**src/rtl/elevator_request_scheduler.sv**
```systemverilog
`default_nettype none
// ============================================================================
// Module   : elevator_request_scheduler
// Purpose  : Latches hall up/down calls and car calls per floor, clears
//            serviced requests while the car disembarks, and runs a SCAN
//            style direction FSM (IDLE/UP/DOWN) that finishes a sweep before
//            reversing.
// Ports    : clk, reset (sync, active-high)
//            hall_up_req/hall_dn_req/car_req  - level request buttons
//            current_floor, current_up_ndown  - car position / direction
//            deassert_floor                   - car disembarking at floor
//            queue_status, queue_empty        - pending request view
//            next_up_ndown                    - registered next direction
//            hall_up_lamp, hall_dn_lamp       - pending hall call masks
//            service_count (optional)         - saturating service counter
// Options  : define SCHED_SERVICE_COUNT_EN to add the service_count output.
// Revision : 1.0 - initial release
// ============================================================================
module elevator_request_scheduler #(
  parameter int NUM_FLOORS     = 7,
  parameter int FLOOR_W        = 3,
  parameter int DEFAULT_DIR_UP = 1
) (
  input  logic                  clk,
  input  logic                  reset,
  input  logic [NUM_FLOORS-1:0] hall_up_req,
  input  logic [NUM_FLOORS-1:0] hall_dn_req,
  input  logic [NUM_FLOORS-1:0] car_req,
  input  logic [FLOOR_W-1:0]    current_floor,
  input  logic                  current_up_ndown,
  input  logic                  deassert_floor,
  output logic [NUM_FLOORS-1:0] queue_status,
  output logic                  queue_empty,
  output logic                  next_up_ndown,
  output logic [NUM_FLOORS-1:0] hall_up_lamp,
`ifdef SCHED_SERVICE_COUNT_EN
  output logic [NUM_FLOORS-1:0] hall_dn_lamp,
  output logic [7:0]            service_count
`else
  output logic [NUM_FLOORS-1:0] hall_dn_lamp
`endif
);

  // Top floor has no up button, ground floor has no down button.
  localparam logic [NUM_FLOORS-1:0] UP_VALID = {1'b0, {(NUM_FLOORS-1){1'b1}}};
  localparam logic [NUM_FLOORS-1:0] DN_VALID = {{(NUM_FLOORS-1){1'b1}}, 1'b0};
  localparam logic [FLOOR_W-1:0]    TOP_FLOOR = FLOOR_W'(NUM_FLOORS - 1);
  localparam logic                  DEF_UP    = (DEFAULT_DIR_UP != 0);

  localparam logic [1:0] ST_IDLE = 2'd0;
  localparam logic [1:0] ST_UP   = 2'd1;
  localparam logic [1:0] ST_DOWN = 2'd2;

  logic [NUM_FLOORS-1:0] up_pend, dn_pend, car_pend;
  logic [1:0]            state;

  logic                  floor_valid;
  logic [NUM_FLOORS-1:0] floor_onehot;
  logic                  above, below;
  logic [NUM_FLOORS-1:0] clr_up, clr_dn, clr_car;
  logic [1:0]            state_nxt;
  logic                  dir_nxt;

  assign queue_status = up_pend | dn_pend | car_pend;
  assign queue_empty  = ~|queue_status;
  assign hall_up_lamp = up_pend;
  assign hall_dn_lamp = dn_pend;

  // An out-of-range floor index (e.g. 7) selects nothing: no masks, no clear.
  assign floor_valid  = (current_floor < FLOOR_W'(NUM_FLOORS));
  assign floor_onehot = floor_valid ? (NUM_FLOORS'(1) << current_floor) : '0;

  always_comb begin
    above = 1'b0;
    below = 1'b0;
    for (int i = 0; i < NUM_FLOORS; i++) begin
      if (floor_valid && queue_status[i]) begin
        if (FLOOR_W'(i) > current_floor) above = 1'b1;
        if (FLOOR_W'(i) < current_floor) below = 1'b1;
      end
    end
  end

  // The hall call opposite to travel is only answered here when the sweep
  // has nothing left further on; otherwise the car will return for it.
  always_comb begin
    clr_up  = '0;
    clr_dn  = '0;
    clr_car = '0;
    if (deassert_floor) begin
      clr_car = floor_onehot;
      if (current_up_ndown) begin
        clr_up = floor_onehot;
        if (!above) clr_dn = floor_onehot;
      end else begin
        clr_dn = floor_onehot;
        if (!below) clr_up = floor_onehot;
      end
    end
  end

  always_comb begin
    state_nxt = ST_IDLE;
    case (state)
      ST_UP: begin
        if (above)      state_nxt = ST_UP;
        else if (below) state_nxt = ST_DOWN;
      end
      ST_DOWN: begin
        if (below)      state_nxt = ST_DOWN;
        else if (above) state_nxt = ST_UP;
      end
      default: begin
        if (above && below) state_nxt = DEF_UP ? ST_UP : ST_DOWN;
        else if (above)     state_nxt = ST_UP;
        else if (below)     state_nxt = ST_DOWN;
      end
    endcase
  end

  always_comb begin
    dir_nxt = DEF_UP;
    case (state_nxt)
      ST_UP:   dir_nxt = 1'b1;
      ST_DOWN: dir_nxt = 1'b0;
      default: begin
        if (current_floor == TOP_FLOOR)    dir_nxt = 1'b0;
        else if (current_floor == '0)      dir_nxt = 1'b1;
        else                               dir_nxt = DEF_UP;
      end
    endcase
  end

  // Clear wins over a simultaneous set; a held button re-latches next cycle.
  always_ff @(posedge clk) begin
    if (reset) begin
      up_pend       <= '0;
      dn_pend       <= '0;
      car_pend      <= '0;
      state         <= ST_IDLE;
      next_up_ndown <= DEF_UP;
    end else begin
      up_pend       <= (up_pend  | (hall_up_req & UP_VALID)) & ~clr_up;
      dn_pend       <= (dn_pend  | (hall_dn_req & DN_VALID)) & ~clr_dn;
      car_pend      <= (car_pend | car_req)                  & ~clr_car;
      state         <= state_nxt;
      next_up_ndown <= dir_nxt;
    end
  end

`ifdef SCHED_SERVICE_COUNT_EN
  logic deassert_q;
  logic serviced;

  // Counts disembark events, not cycles: only the rising edge of
  // deassert_floor that actually retires a pending request.
  assign serviced = deassert_floor && !deassert_q &&
                    (|((clr_up & up_pend) | (clr_dn & dn_pend) | (clr_car & car_pend)));

  always_ff @(posedge clk) begin
    if (reset) begin
      deassert_q    <= 1'b0;
      service_count <= '0;
    end else begin
      deassert_q <= deassert_floor;
      if (serviced && service_count != 8'hFF)
        service_count <= service_count + 8'd1;
    end
  end
`endif

endmodule
`default_nettype wire

```
**config.mk**
```make
export PLATFORM = sky130hd
export DESIGN_NAME = elevator_request_scheduler
export DESIGN_NICKNAME = d
export VERILOG_FILES = /design/src/rtl/elevator_request_scheduler.sv
export SDC_FILE = /design/constraint.sdc
export NUM_CORES = 1
export LEC_CHECK = 0
export CORE_UTILIZATION = 40
export DETAILED_ROUTE_END_ITERATION = 8
export MAX_ROUTING_LAYER = met4
export PLACE_DENSITY_LB_ADDON = 0.12
export SYNTH_ARGS = -nofsm -noshare
export SYNTH_HDL_FRONTEND = slang
export SYNTH_SLANG_ARGS = --single-unit
```
**constraint.sdc**
```tcl
create_clock -name clk -period 2.65 [get_ports clk]
set_input_delay 0.53 -clock clk [delete_from_list [all_inputs] [get_ports clk]]
set_output_delay 0.53 -clock clk [all_outputs]
set_load 0.02 [all_outputs]
```
==> results.md <==
* Status: complete, no violations
* Total gr overflow at 0
* Global route hottest layer: met2
* GRT met1 Usage at ~27%
* Largest family of logic cells by synthesized area: simple AND/OR/NAND/NOR gates
* Post-route ant nets at 0
* Diode count at 0
* Clock Tree Root: clkbuf_4
* Reg-to-Reg Start: hall_dn_lamp[4]
* RSZ-0062 raised after global routing: false
* Max_slew headroom at 50.8%
* Hold Crit Start: car_pend[0]
* Synth area leaders: dfxtp_1 43%, nor2_1 9.5%, nor3_1 7.7%
* Hold buffers post-CTS at 0
* Detailed placement HPWL at around 2.4 mm
* Compound-Gate Fraction of Synth Area at 19.5%
* Yosys warnings at 0
* Dpl cell area at 1720 um2
* Critical Path AT at roughly 2700 ps
* Yosys top cell by area: dfxtp_1
* Post-Synth XOR/XNOR Area at less than 1%
* Iter 0 DRT Violations at 23
* PnR worst setup slack at 223 ps
* Final core occ at a little over two thirds
* Clock transition at path regs at ~140 ps
* DRT Wirelength at ~3 mm
* Crit Path Class: flop to flop
* Simple-gate share of the synthesized area at a little over a quarter
* Synth top area share at 43.3%
* Clk Latency, worst-skew pair at 320 ps
* Setup bufs post-CTS at 0
* Final Max Slew Viols at 0
* Sequential share of the synthesized area at between 40% and 50%
* DRC viols at 0
* Cell area after layout at between 1500 and 2000 um2
* First-pass GRT wire length at ~5 mm
* Clk_skew at 5.42 ps
* Drt first pass iters at 4
* Fin. Hold Viols at 0
* Post-DR wirelength/cell at between 10 and 15 um
* Worst-margin pin slew at 735 ps
* GP Congestion at roughly 0.89
* CTS sink cnt at 24
* Syn Nets at 170
* Largest net degree at the start of global routing at 23
* Vias in the first global route at about 1,200
* Row count at 18
* Finish-stage setup viols at 0
* Core area at about 2500 um2
* Worst Path Required at approximately 2900 ps
* Area growth, synth to finish at 60.5%
* Adder-Cell Fraction of Synth Area at approximately 3.4%
* Worst setup SP type: flop
* Pwr Total at a little under 1 mW
* Placed cell count at around 230
* Met3 Use GR at approximately 4.2%
* Buffers on Ports at 48
* Fmax at between 0.4 and 0.5 GHz
* Antenna violations before repair at 0
* Final non-filler cell total at between 200 and 250
* Post-DR vias/cell at 5.24
* Multiplexer area fraction after synthesis at 0%
* Hold Crit Depth at 1
* Max VDD drop at roughly 400 uV
* Met2 usage in global routing at 39.2%
* Min Clock Period, post-route at between 2000 and 2500 ps
* Post-synthesis register bit count at 24
* Setup tns final at 0 ps
* Die area at between 2000 and 3000 um2
* Commonest non-fill, non-tap cell in the layout: clkdlybuf4s50_1
* Crit. Startpoint: hall_dn_lamp[4]
* Synthesized area per cell at between 7 and 8 um2
* Worst Hold Class: flop to flop
* Yosys cell types at 28
* I/O Pins at between 50 and 60
* Max cap viols at 0
* Die Y at about 55 um
* Initial core utilization at between 40% and 50%
* Cells after Synth at around 140
* Pre-CTS setup slack at -339 ps
* Die X at roughly 55 um
* Final #Nets at 232
* Crit Path Max Fanout at 3
* Max Root-Sink Buffers at 2
* DR vias at around 1,200
* Lkg Pwr at 0.755 nW
* Fin crit share at between 90 and 100%
* Critical Path Sink Type: flop
* Pwr/cell area at around 550 nW/um2
* CTS H-tree depth at 1
* Layout cell share with drive strength beyond 1 at 11.5%
* CTS tree: yes
* GR Util All Layers at roughly 24%
* Depth of the most critical reg-to-reg path at 8
* WHS at roughly 480 ps
* Num CTS Buffers at 3
* Synthesized cell area at 1110 um2
* Most frequent cells in the layout: 44 x clkdlybuf4s50_1, 28 x nor2_1, 24 x dfxtp_1
==> critical path, cell delays in order, from the launching register on <==
cell	delay, ps
dfxtp_1	340
or3_1	410
o41a_1	490
o32ai_2	300
nand2_1	90
ha_1	300
nor2_1	90
a21oi_1	40
or2_2	260
==> where the power goes <==
part           internal (mW)  switching, mW
registers              0.391         0.0183
logic                  0.153          0.144
clock network          0.153          0.114
total                  0.697          0.277
==> registers in the layout (all words and copies together) (netlist names) <==
register,flops
hall_up_lamp,7
car_pend,7
hall_dn_lamp,7
next_up_ndown,1
state,2
==> worst paths after layout <==
path / end / slack [ps]
max: next_up_ndown / 220
min: car_pend[0] / 480
max reg2reg: next_up_ndown / 220
min reg2reg: car_pend[0] / 480
==> final cells by class <==
class | count | area, um2
Timing Repair Buffer | 63 | 599
Multi-Input combinational cell | 99 | 572
Clock inverter | 1 | 30.0
Clock buffer | 3 | 22.5
Fill cell | 228 | 766
Inverter | 10 | 37.5
Tap cell | 30 | 37.5
Sequential cell | 24 | 480
==> cells by family (layout without fill, tap and decap cells) <==
kind of cell,Yosys count,after routing
buf+inv,16,77
compound gates,29,29
flops,24,24
xor+xnor,1,1
fa+ha+maj,3,3
simple gates,66,66
==> synthesized netlist by cell type <==
cell type  instances
o21ai_0            2
or3_1              1
buf_2              1
o32ai_1            1
nand2_1            8
o41a_1             1
o21a_1             4
dfxtp_1           24
or2_2              1
a21oi_1            5
and3_1             1
o21ai_1            1
a211oi_1          10
ha_1               3
nor3_1            17
nand2b_1           5
clkbuf_1           5
or4_1              1
nor4_1             2
a21o_1             1
a21bo_2            1
nor2_1            28
nand3_1            1
and3b_1            1
xor2_1             1
a311oi_1           2
o32ai_2            1
inv_1             10
==> layer usage <==
layer,vias to the layer above,share of wire (%)
li1,605,-
met1,543,42
met2,45,48
met3,13,5.9
met4,0,3.6
met5,-,0
==> repair_timing <==
action,4_1_cts,5_1_grt
pin swaps,0,1
gates resized for setup,1,4
endpoints found under the setup margin,1,1
Note: power is estimated with default switching activity, not from simulation.
